`config.mk`:
```
export PLATFORM = sky130hd
export DESIGN_NAME = fetch_pc_gen
export DESIGN_NICKNAME = d
export VERILOG_FILES = /design/src/rtl/fetch_pc_gen.sv
export SDC_FILE = /design/constraint.sdc
export NUM_CORES = 1
export LEC_CHECK = 0
export CAP_MARGIN = 10
export CORE_UTILIZATION = 47
export CTS_CLUSTER_DIAMETER = 150
export DETAILED_ROUTE_END_ITERATION = 10
export GPL_ROUTABILITY_DRIVEN = 0
export GPL_TIMING_DRIVEN = 0
export PLACE_DENSITY_LB_ADDON = 0.25
export RECOVER_POWER = 25
export SETUP_SLACK_MARGIN = 0.3
export SLEW_MARGIN = 40
export SYNTH_ARGS = -nofsm -noshare
export SYNTH_HDL_FRONTEND = slang
export SYNTH_SLANG_ARGS = --single-unit
```
`constraint.sdc`:
```
create_clock -name clk -period 7.3 [get_ports clk]
set_input_delay 1.46 -clock clk [delete_from_list [all_inputs] [get_ports clk]]
set_output_delay 1.46 -clock clk [all_outputs]
set_load 0.02 [all_outputs]
```
`src/rtl/fetch_pc_gen.sv`:
```
`default_nettype none
// ============================================================================
// Module   : fetch_pc_gen
// Brief    : Front-end PC generator / instruction-bus requester with
//            in-flight PC FIFO, redirect kill and per-slot valid masks.
//            Optional FETCH_PERF_CNT_EN adds perf_killed / perf_stall.
// Revision : 1.0 - initial release
// ============================================================================
module fetch_pc_gen #(
    parameter int          FETCH_WIDTH     = 2,
    parameter int          MAX_OUTSTANDING = 2,
    parameter logic [31:0] RESET_PC        = 32'hbfc00000
) (
    input  logic                      clk,
    input  logic                      resetn,
    output logic                      ireq_valid,
    output logic [31:0]               ireq_addr,
    input  logic                      ireq_addr_ok,
    input  logic                      iresp_data_ok,
    input  logic [32*FETCH_WIDTH-1:0] iresp_data,
    input  logic                      exc_valid,
    input  logic [31:0]               exc_vec,
    input  logic                      eret,
    input  logic [31:0]               epc,
    input  logic                      bp_fail,
    input  logic [31:0]               pc_not_taken,
    input  logic                      pred_taken,
    input  logic [31:0]               pred_target,
    input  logic                      queue_full,
    output logic                      out_valid,
    output logic [31:0]               out_pc,
    output logic [32*FETCH_WIDTH-1:0] out_data,
    output logic [FETCH_WIDTH-1:0]    out_mask,
    output logic                      out_adel
`ifdef FETCH_PERF_CNT_EN
    ,
    output logic [31:0]               perf_killed,
    output logic [31:0]               perf_stall
`endif
);

    localparam int                 c_GROUP_BYTES = 4 * FETCH_WIDTH;
    localparam logic [31:0]        c_OFF_MASK    = 32'(c_GROUP_BYTES - 1);
    localparam int                 c_PTR_W       = (MAX_OUTSTANDING > 1) ? $clog2(MAX_OUTSTANDING) : 1;
    localparam int                 c_CNT_W       = $clog2(MAX_OUTSTANDING + 1);
    localparam logic [c_CNT_W-1:0] c_MAX_CNT     = c_CNT_W'(MAX_OUTSTANDING);

    logic [31:0]               r_cur_pc;
    logic [c_CNT_W-1:0]        r_outstanding;
    logic [c_CNT_W-1:0]        r_kill_cnt;
    logic                      r_halted;
    logic [31:0]               r_fifo [MAX_OUTSTANDING];
    logic [c_PTR_W-1:0]        r_wr_ptr;
    logic [c_PTR_W-1:0]        r_rd_ptr;
    logic                      r_out_valid;
    logic [31:0]               r_out_pc;
    logic [32*FETCH_WIDTH-1:0] r_out_data;
    logic [FETCH_WIDTH-1:0]    r_out_mask;
    logic                      r_out_adel;

    logic                      w_redirect;
    logic [31:0]               w_redirect_pc;
    logic                      w_misaligned;
    logic                      w_ireq_valid;
    logic                      w_accept;
    logic                      w_resp;
    logic                      w_deliver;
    logic                      w_discard;
    logic                      w_adel_emit;
    logic [31:0]               w_pop_pc;
    logic [31:0]               w_pop_slot;
    logic [31:0]               w_seq_pc;
    logic [FETCH_WIDTH-1:0]    w_mask;

    function automatic logic [c_PTR_W-1:0] f_next_ptr(input logic [c_PTR_W-1:0] p);
        return (p == c_PTR_W'(MAX_OUTSTANDING - 1)) ? '0 : p + 1'b1;
    endfunction

    assign w_redirect    = exc_valid | eret | bp_fail;
    assign w_redirect_pc = exc_valid ? exc_vec : (eret ? epc : pc_not_taken);
    assign w_misaligned  = (r_cur_pc[1:0] != 2'b00);
    // Gating with resetn keeps the request low while reset is held.
    assign w_ireq_valid  = resetn && !w_redirect && !queue_full && !r_halted &&
                           !w_misaligned && (r_outstanding < c_MAX_CNT);
    assign w_accept      = w_ireq_valid && ireq_addr_ok;
    assign w_resp        = iresp_data_ok && (r_outstanding != '0);
    assign w_deliver     = w_resp && !w_redirect && (r_kill_cnt == '0);
    assign w_discard     = w_resp && !w_deliver;
    assign w_adel_emit   = w_misaligned && !w_redirect && !r_halted && (r_outstanding == '0);
    assign w_pop_pc      = r_fifo[r_rd_ptr];
    assign w_pop_slot    = (w_pop_pc & c_OFF_MASK) >> 2;
    assign w_seq_pc      = (r_cur_pc & ~c_OFF_MASK) + 32'(c_GROUP_BYTES);

    always_comb begin
        w_mask = '0;
        for (int i = 0; i < FETCH_WIDTH; i++) begin
            w_mask[i] = (32'(i) >= w_pop_slot);
        end
    end

    always_ff @(posedge clk) begin
        if (!resetn) begin
            r_cur_pc      <= RESET_PC;
            r_outstanding <= '0;
            r_kill_cnt    <= '0;
            r_halted      <= 1'b0;
            r_wr_ptr      <= '0;
            r_rd_ptr      <= '0;
        end else begin
            if (w_redirect) begin
                r_cur_pc <= w_redirect_pc;
            end else if (w_accept) begin
                r_cur_pc <= pred_taken ? pred_target : w_seq_pc;
            end
            r_outstanding <= r_outstanding + c_CNT_W'(w_accept) - c_CNT_W'(w_resp);
            // Everything still in flight after this cycle's response belongs to the old path.
            if (w_redirect) begin
                r_kill_cnt <= r_outstanding - c_CNT_W'(w_resp);
            end else if (w_resp && (r_kill_cnt != '0)) begin
                r_kill_cnt <= r_kill_cnt - 1'b1;
            end
            if (w_redirect) begin
                r_halted <= 1'b0;
            end else if (w_adel_emit) begin
                r_halted <= 1'b1;
            end
            if (w_accept) begin
                r_wr_ptr <= f_next_ptr(r_wr_ptr);
            end
            if (w_resp) begin
                r_rd_ptr <= f_next_ptr(r_rd_ptr);
            end
        end
    end

    always_ff @(posedge clk) begin
        if (w_accept) begin
            r_fifo[r_wr_ptr] <= r_cur_pc;
        end
    end

    always_ff @(posedge clk) begin
        if (!resetn) begin
            r_out_valid <= 1'b0;
            r_out_pc    <= '0;
            r_out_data  <= '0;
            r_out_mask  <= '0;
            r_out_adel  <= 1'b0;
        end else begin
            r_out_valid <= w_deliver | w_adel_emit;
            r_out_pc    <= w_adel_emit ? r_cur_pc : (w_deliver ? (w_pop_pc & ~c_OFF_MASK) : '0);
            r_out_data  <= w_deliver ? iresp_data : '0;
            r_out_mask  <= w_deliver ? w_mask : '0;
            r_out_adel  <= w_adel_emit;
        end
    end

`ifdef FETCH_PERF_CNT_EN
    always_ff @(posedge clk) begin
        if (!resetn) begin
            perf_killed <= '0;
            perf_stall  <= '0;
        end else begin
            if (w_discard && (perf_killed != '1)) begin
                perf_killed <= perf_killed + 1'b1;
            end
            if (!w_ireq_valid && !r_halted && (perf_stall != '1)) begin
                perf_stall <= perf_stall + 1'b1;
            end
        end
    end
`else
    logic w_unused_discard;
    assign w_unused_discard = w_discard;
`endif

`ifndef SYNTHESIS
    always_ff @(posedge clk) begin
        if (resetn) begin
            assert (!(iresp_data_ok && (r_outstanding == '0)))
                else $error("fetch_pc_gen: response with nothing outstanding");
            assert (r_outstanding <= c_MAX_CNT)
                else $error("fetch_pc_gen: outstanding overflow");
        end
    end
`endif

    assign ireq_valid = w_ireq_valid;
    assign ireq_addr  = r_cur_pc & ~c_OFF_MASK;
    assign out_valid  = r_out_valid;
    assign out_pc     = r_out_pc;
    assign out_data   = r_out_data;
    assign out_mask   = r_out_mask;
    assign out_adel   = r_out_adel;

endmodule
`default_nettype wire

```
==> metrics, run 1 <==
1st-iter DRT viols 718; final WL 26.6 mm; Hold Crit Class reg -> reg; Post-synth EDFFs 60; vias per inst 5.47; input/output buffers 327; Synth Flop Type dfxtp_1; height of the die 135 um; Skew-Pair Late Insertion Delay 440 ps; root buf cell clkbuf_16; largest net degree at the start of global routing 23; top-area cell type share of the netlist area 33.6%; Worst Max-Slew Pin Slew 1010 ps; setup TNS 0 ps; post-CTS setup repair buffer count 0; CP startpoint kind input pin; Synth cell types 61; post-layout minimum cycle time 5280 ps; Num CTS Buffers 17; Fin. Hold Viols 0; Cell Rows 48; Wirelength per Cell 19.1 um; Post-Syn Instances 804; TritonCTS clock tree yes; worst endpoint data arrival time 3820 ps; ys async rst share 0%; Fillers 1282; PostCTS Resize Cnt 0; Via Count 7638; # DRC 0; DRT antenna net count 0; CTS max path bufs 2; P_leak 4.70 nW; CTS H-tree depth 4; status complete, no violations; drt first pass iters 6; Seq/Total Area, Yosys 55.2%; unrepaired setup endpoints after global routing false; Worst setup EP type output port; Worst EP required 5840 ps; final core occ 72.6%; Mean Syn Cell Area 10.4 um2; Max Cap Violations 0; area delta synth->final 50.4%; Die ar. 18300 um2; Synth area leader dfxtp_1; final number of setup-violating endpoints 0; vias in the first global route 7363; Synthesis Warnings 0; clk_skew 9.95 ps; Max VDD drop 0.156 mV; maximum fanout count along the critical path 5; clk sink count 200; final worst-path cycle share 72.3%; CTS Hold Bufs 0; die width 135 um; post-synthesis instance area 8350 um2; first-pass GRT wire length 39.7 mm; Max-slew headroom 31.8%; fmax 189 MHz; layout cells sized above 1 9.84%; fin. max-slew vios 0; Worst-path clk slew 70 ps; initial antenna violation count 1; Starting Density 48.3%; Seq cells post-synth 200; I/O pin cnt 334; DP HPWL 20.6 mm; grt ovf 0; Global Route Usage Sum 29.1%; WS Path Type in -> out; Power Density 207 nW/um2; total power draw 2.60 mW; Final nets 1362; CORE AREA 17300 um2; Synth area leaders dfxtp_1 (34%), edfxtp_1 (22%), and2_1 (5.5%)
[per-layer routing]
metal,GRT usage [%],part of all wire [%],vias up
met5,0,0,-
met4,12.4,2.6,0
met3,5.76,8.1,55
met2,52.9,52,431
met1,32.9,37,3604
li1,-,-,3548
[cells by family after synthesis]
kind of cell	synth area share, %
simple gates	16.7
flops	55.2
compound gates	15.2
buf+inv	6.61
mux	4.08
xor+xnor	1.36
fa+ha+maj	0.750
other cells	0.0449
[through the flow]
step | cell area (um2) | setup slack, ps | hold slack (ps) | std cells
2_1_floorplan | 8350 | 3220 | 409 | 806
3_3_place_gp | 11900 | 1550 | 416 | 1358
3_5_place_dp | 12000 | 2550 | 428 | 1361
4_1_cts | 12600 | 2530 | 436 | 1393
5_1_grt | 12500 | 1900 | 451 | 1395
6_report | 12600 | 2020 | 436 | 1396
[layout make-up]
class / instances / area [um2] / share of cell area (%)
inverter: 11 / 41.3 / 0.329
antenna: 2 / 5.00 / 0.0399
timing repair buffer: 331 / 3340 / 26.6
sequential: 200 / 4600 / 36.7
clock buffer: 18 / 450 / 3.59
clock inverter: 14 / 130 / 1.04
buffer: 91 / 509 / 4.06
tap: 225 / 282 / 2.24
multi-input combinational: 504 / 3190 / 25.4
[critical path: stages]
cell and delay, ps:
clkdlybuf4s50_1 530, nor4b_1 910, and3_1 300, clkdlybuf4s50_1 610
[synth_stat cells (all sizes together) (4+ instances only)]
| cell type | number |
|---|---|
| a211oi | 4 |
| a21oi | 31 |
| a221oi | 13 |
| a22oi | 32 |
| and2 | 73 |
| and4 | 6 |
| buf | 57 |
| clkbuf | 34 |
| dfxtp | 140 |
| edfxtp | 60 |
| ha | 5 |
| inv | 11 |
| mux2i | 34 |
| nand2 | 67 |
| nand2b | 4 |
| nand3 | 20 |
| nand4 | 10 |
| nor2 | 39 |
| nor3 | 12 |
| nor4 | 5 |
| o211ai | 11 |
| o21a | 7 |
| o21ai | 61 |
| o22ai | 9 |
| o2bb2ai | 4 |
| o31a | 5 |
| o31ai | 4 |
| or3 | 5 |
| xnor2 | 9 |
| xor2 | 4 |
[cells in the final DEF, fill, tap and decap left out, types with 5 or more instances in the layout]
cell type and n:
buf_4 36, dfxtp_1 140, dlygate4sd3_1 33, o211ai_1 11, and4_1 6, clkbuf_16 18
mux2i_1 34, xnor2_1 9, a22oi_1 32, nand4_1 7, edfxtp_1 60, and2_1 73
a21oi_1 31, clkbuf_1 31, ha_1 5, nor3_1 9, nor2_1 37, nand3_1 20
o21ai_0 35, inv_1 9, buf_2 18, o21a_1 7, a221oi_1 13, nand2_1 66
clkbuf_2 5, o31a_1 5, clkdlybuf4s50_1 294, o22ai_1 9, o21ai_1 26
[report_power, final]
group          internal, mW  switching [mW]  total (mW)
clock network         0.472           0.446       0.918
logic                 0.246           0.213       0.459
registers              1.18          0.0401        1.22
total                  1.90           0.700        2.60
[state kept, by name, summed over array words and instances (netlist names), 2 cells and up, named ones only]
signal / count
r_outstanding: 2
r_cur_pc: 32
out_data: 64
r_fifo: 60
out_pc: 32
r_kill_cnt: 2
out_mask: 2
[worst paths after layout]
kind               startpoint               end  slack (ps)  depth (start not counted)
max reg2reg  r_outstanding[1]  r_outstanding[1]        4700                         12
min reg2reg      r_fifo[1][2]       out_mask[0]         440                          1
min              r_fifo[1][2]       out_mask[0]         440                          1
max                 exc_valid        ireq_valid        2020                          4
No activity file was read; power rests on OpenSTA's default activity.
==> run 2: changes to the inputs <==
CORE_UTILIZATION = 39   (was 47)
clock period = 4.38 ns   (was 7.3 ns; I/O delays follow)
==> run 2 against run 1 <==
  * Die area is 20% higher
  * Sequential share of layout area is 0.23 points lower
  * Routed wire length is 0.62% lower
  * Via count is 3.0% lower
  * Worst setup slack worse by 1300 ps
  * First-iteration DRC count is 35% lower
  * Total power is 69% higher
  * Cell area is 0.63% higher
  * Sequential power is 66% higher
  * Sequential cell count stayed put
  * Core utilization is 12 points lower
  * Highest routed layer unchanged
==> metrics, run 2 (same netlist as run 1, synthesis figures left out) <==
status complete, no violations; vias per inst 5.14; most frequent cells in the layout clkdlybuf4s50_1 (294), dfxtp_1 (140), and2_1 (73); CTS max path bufs 2; Die ar. 22000 um2; DP HPWL 20.8 mm; Hold Crit Class reg -> reg; Max Cap Violations 0; worst reg2reg setup slack 1800 ps; Final nets 1360; # DRC 0; Max VDD drop 0.213 mV; height of the die 148 um; vias in the first global route 7005; Worst EP required 3500 ps; area delta synth->final 51.3%; setup TNS 0 ps; post-CTS setup repair buffer count 0; unrepaired setup endpoints after global routing false; final core occ 60.1%; maximum fanout count along the critical path 5; WHS 426 ps; Fin. Hold Viols 0; DRT antenna net count 0; clk sink count 200; Cell Rows 53; Largest register FFs 64; Num CTS Buffers 17; final number of setup-violating endpoints 0; WS Path Type in -> out; most common cell after layout, fill and taps aside clkdlybuf4s50_1; Worst R2R Start r_cur_pc[0]; r2r worst-path depth 11; worst endpoint data arrival time 2810 ps; fin. max-slew vios 0; critical-path cell list dlygate4sd3_1 > nor4b_4 > and3_1 > clkdlybuf4s50_1; Wirelength per Cell 18.4 um; Global Route Usage Sum 24.1%; delay-heaviest family, CP buffers and inverters; post-layout minimum cycle time 3680 ps; input/output buffers 327; Starting Density 39.7%; CP max-delay cell dlygate4sd3_1; final WL 26.5 mm; Worst-path clk slew 70 ps; die width 148 um; layout cells sized above 1 9.60%; PostCTS Resize Cnt 0; Skew-Pair Late Insertion Delay 430 ps; Worst Hold Endpoint out_mask[0]; Hold Crit Start r_fifo[1][2]; Worst setup EP type output port; Via Count 7408; drt first pass iters 5; Worst R2R End r_outstanding[1]; worst hold path cell count 1; CTS H-tree depth 4; Inst Count DP 1410; 1st-iter DRT viols 467; first-pass GRT wire length 39.4 mm; largest net degree at the start of global routing 22; CP startpoint kind input pin; Max-slew headroom 46.6%; diodes inserted 0; TritonCTS clock tree yes; Worst Max-Slew Pin Slew 797 ps; Largest stage delay, worst path 630 ps; P_leak 4.71 nW; non-filler instance count after layout 1442; root buf cell clkbuf_16; initial antenna violation count 0; critical path buffer and inverter count 2; grt ovf 0; Power Density 346 nW/um2; clk_skew 11.4 ps; I/O pin cnt 334; CTS Hold Bufs 0; final worst-path cycle share 84.1%; fmax 271 MHz; CORE AREA 21000 um2
run 2: changes by cell type in the layout (fill, tap and decap cells not counted), sizes merged:
cell,delta
inv,-2
clkbuf,+4
diode,-2
clkinvlp,-1
clkinv,-1
bufinv,+1
buf,-3
run 2: cell type report:
cell class	instances	area [um2]
plain buffers	91	508
clock inverters	11	125
fillers	1796	8390
inverters	11	41.3
clock buffers	21	473
flip-flops and latches	200	4600
repair buffers	329	3330
well taps	275	344
multi-input cells	504	3210
run 2: worst reg2reg max path, stage by stage, from the launching register on:
cell and delay, ps:
dfxtp_1 350, nor3_2 360, nand2_2 220, nor2_4 280, inv_2 110, buf_2 240, ha_1 320, inv_1 50
ha_1 140, xor2_1 170, xnor2_1 140, nor2_1 50
run 2: how the worst max path moves through the flow:
stage / endpoint / depth (start not counted) / slack [ps] / start
final: ireq_valid / 4 / 700 / exc_valid
after global routing: ireq_valid / 4 / 630 / exc_valid
after CTS: ireq_valid / 4 / 790 / exc_valid
after detailed placement: r_outstanding[1] / 12 / 820 / exc_valid
after global placement: r_fifo[0][15] / 7 / -770 / bp_fail
after floorplan: r_fifo[0][10] / 7 / 880 / eret
run 2: metrics by stage:
stage | setup slack [ps] | area, um2 | power, mW
after global routing | 629 | 12600 | 4.54
after CTS | 786 | 12600 | 4.41
final | 696 | 12600 | 4.38
after floorplan | 879 | 8350 | 2.46
after detailed placement | 824 | 12000 | 2.83
after global placement | -765 | 12000 | 2.82
run 2: metal layers:
metal,wire length (um),track usage (%)
met3,2170,6.13
met2,13400,42.9
met4,745,10.4
met5,0,0
met1,10100,27.2
run 2: power by group:
group | switching, mW | total [mW] | leakage, nW | internal [mW]
registers | 0.0675 | 2.03 | 1.69 | 1.97
clock network | 0.729 | 1.59 | 0.297 | 0.858
logic | 0.349 | 0.756 | 2.72 | 0.407
total | 1.15 | 4.38 | 4.71 | 3.23
==> run 3: changes to the inputs <==
CORE_UTILIZATION = 44   (was 39)
clock period = 3.7 ns   (was 4.38 ns; I/O delays follow)
==> run 3 against run 2 <==
  * Critical path depth is the same
  * First-iteration DRC count grew 16%
  * Clock skew about the same
  * Highest routed layer unchanged
==> metrics, run 3 (same netlist as run 1, synthesis figures left out) <==
CP startpoint kind input pin; 1st-iter DRT viols 541; Final nets 1360; CTS max path bufs 2; DRT antenna net count 0; # DRC 0; status complete, no violations; setup ws final 405 ps; CTS Hold Bufs 0; most common cell after layout, fill and taps aside clkdlybuf4s50_1; post-layout minimum cycle time 3300 ps; vias per inst 5.39; P_int 3.86 mW; CORE AREA 18600 um2; first-pass GRT wire length 39.3 mm; vias in the first global route 7027; Largest register FFs 64; Worst setup EP type output port; most frequent cell on the critical path clkdlybuf4s50_1; delay-heaviest family, CP buffers and inverters; Num CTS Buffers 17; Fin. Hold Viols 0; worst reg2reg setup slack 1090 ps; final worst-path cycle share 89.1%; Largest stage delay, worst path 620 ps; Worst Hold Endpoint out_mask[0]; Max VDD drop 0.269 mV; Max-slew headroom 40.1%; total power draw 5.27 mW; layout cells sized above 1 9.85%; maximum fanout count along the critical path 5; Clk network pwr share 37.4%; P_leak 4.73 nW; root buf cell clkbuf_16; Combinational Power Share 17.0%; Global Route Usage Sum 26.7%; clk sink count 200; Worst R2R End r_outstanding[1]; Wirelength per Cell 18.8 um; critical path buffer and inverter count 2; drt first pass iters 5; Worst R2R Start r_outstanding[1]; post-CTS setup repair buffer count 0; Sw Share 26.8%; Worst-path clk slew 70 ps; Die ar. 19500 um2; Starting Density 44.8%; diodes inserted 0; Power Density 418 nW/um2; worst endpoint data arrival time 2560 ps; PostCTS Resize Cnt 0; fmax 303 MHz; Cell Rows 50; DP HPWL 20.1 mm; TritonCTS clock tree yes; die width 140 um; CP max-delay cell clkdlybuf4s50_1; Max Cap Violations 0; unrepaired setup endpoints after global routing false; r2r worst-path depth 12; Seq pwr share 45.6%; pre-CTS setup slack 225 ps; area delta synth->final 51.3%; input/output buffers 327; fin. max-slew vios 0; I/O pin cnt 334; Hold Crit Class reg -> reg; CTS H-tree depth 4; grt ovf 0; Skew-Pair Late Insertion Delay 440 ps; most frequent cells in the layout clkdlybuf4s50_1 (294), dfxtp_1 (140), and2_1 (73); WS Path Type in -> out; worst hold path cell count 1; Psw 1.41 mW; register area 4600 um2; largest net degree at the start of global routing 21; height of the die 140 um; final WL 26.3 mm; final core occ 67.7%; area of the multi-input gates 3210 um2; final number of setup-violating endpoints 0; clk_skew 11.1 ps; Via Count 7546; Hold Crit Start r_fifo[1][2]; initial antenna violation count 0; critical-path cell list clkdlybuf4s50_1 > nor4b_4 > and3_1 > clkdlybuf4s50_1; Worst Max-Slew Pin Slew 894 ps; Worst EP required 2960 ps; Fillers 1473
-- run 3: power by group through the flow --
stage / clock network [mW] / logic (mW) / registers (mW)
2_1_floorplan: 0 / 0.465 / 2.45
3_3_place_gp: 0 / 0.881 / 2.45
3_5_place_dp: 0 / 0.895 / 2.45
4_1_cts: 1.99 / 0.900 / 2.40
5_1_grt: 2.08 / 0.963 / 2.41
6_report: 1.97 / 0.896 / 2.41
-- run 3: worst max-delay path by stage --
| stage | from | to | depth (start not counted) |
|---|---|---|---|
| floorplan | eret | r_fifo[0][10] | 7 |
| global placement | exc_valid | r_fifo[0][30] | 7 |
| detailed placement | exc_valid | r_outstanding[1] | 12 |
| CTS | exc_valid | ireq_valid | 4 |
| global route | exc_valid | ireq_valid | 4 |
| finish | exc_valid | ireq_valid | 4 |
-- run 3: area by class of cell --
type / instances / area share [%]
tap: 234 / 2.32
sequential: 200 / 36.5
clock inverter: 13 / 1.31
buffer: 91 / 4.04
clock buffer: 19 / 3.77
inverter: 11 / 0.327
timing repair buffer: 329 / 26.4
multi-input combinational: 504 / 25.4
-- run 3: layer usage --
metal	share of wire, %	track usage (%)
met2	52	48.5
met1	38	30.9
met3	8.3	5.95
met4	1.7	8.50
met5	0	0
-- run 3: per-stage QoR --
stage | hold slack, ps | area (um2) | instances | setup TNS [ps]
final | 424 | 12600 | 1401 | 0
after global routing | 473 | 12600 | 1401 | 0
after CTS | 429 | 12600 | 1401 | 0
after detailed placement | 422 | 12000 | 1369 | 0
after floorplan | 409 | 8350 | 806 | 0
after global placement | 417 | 11900 | 1367 | -39200
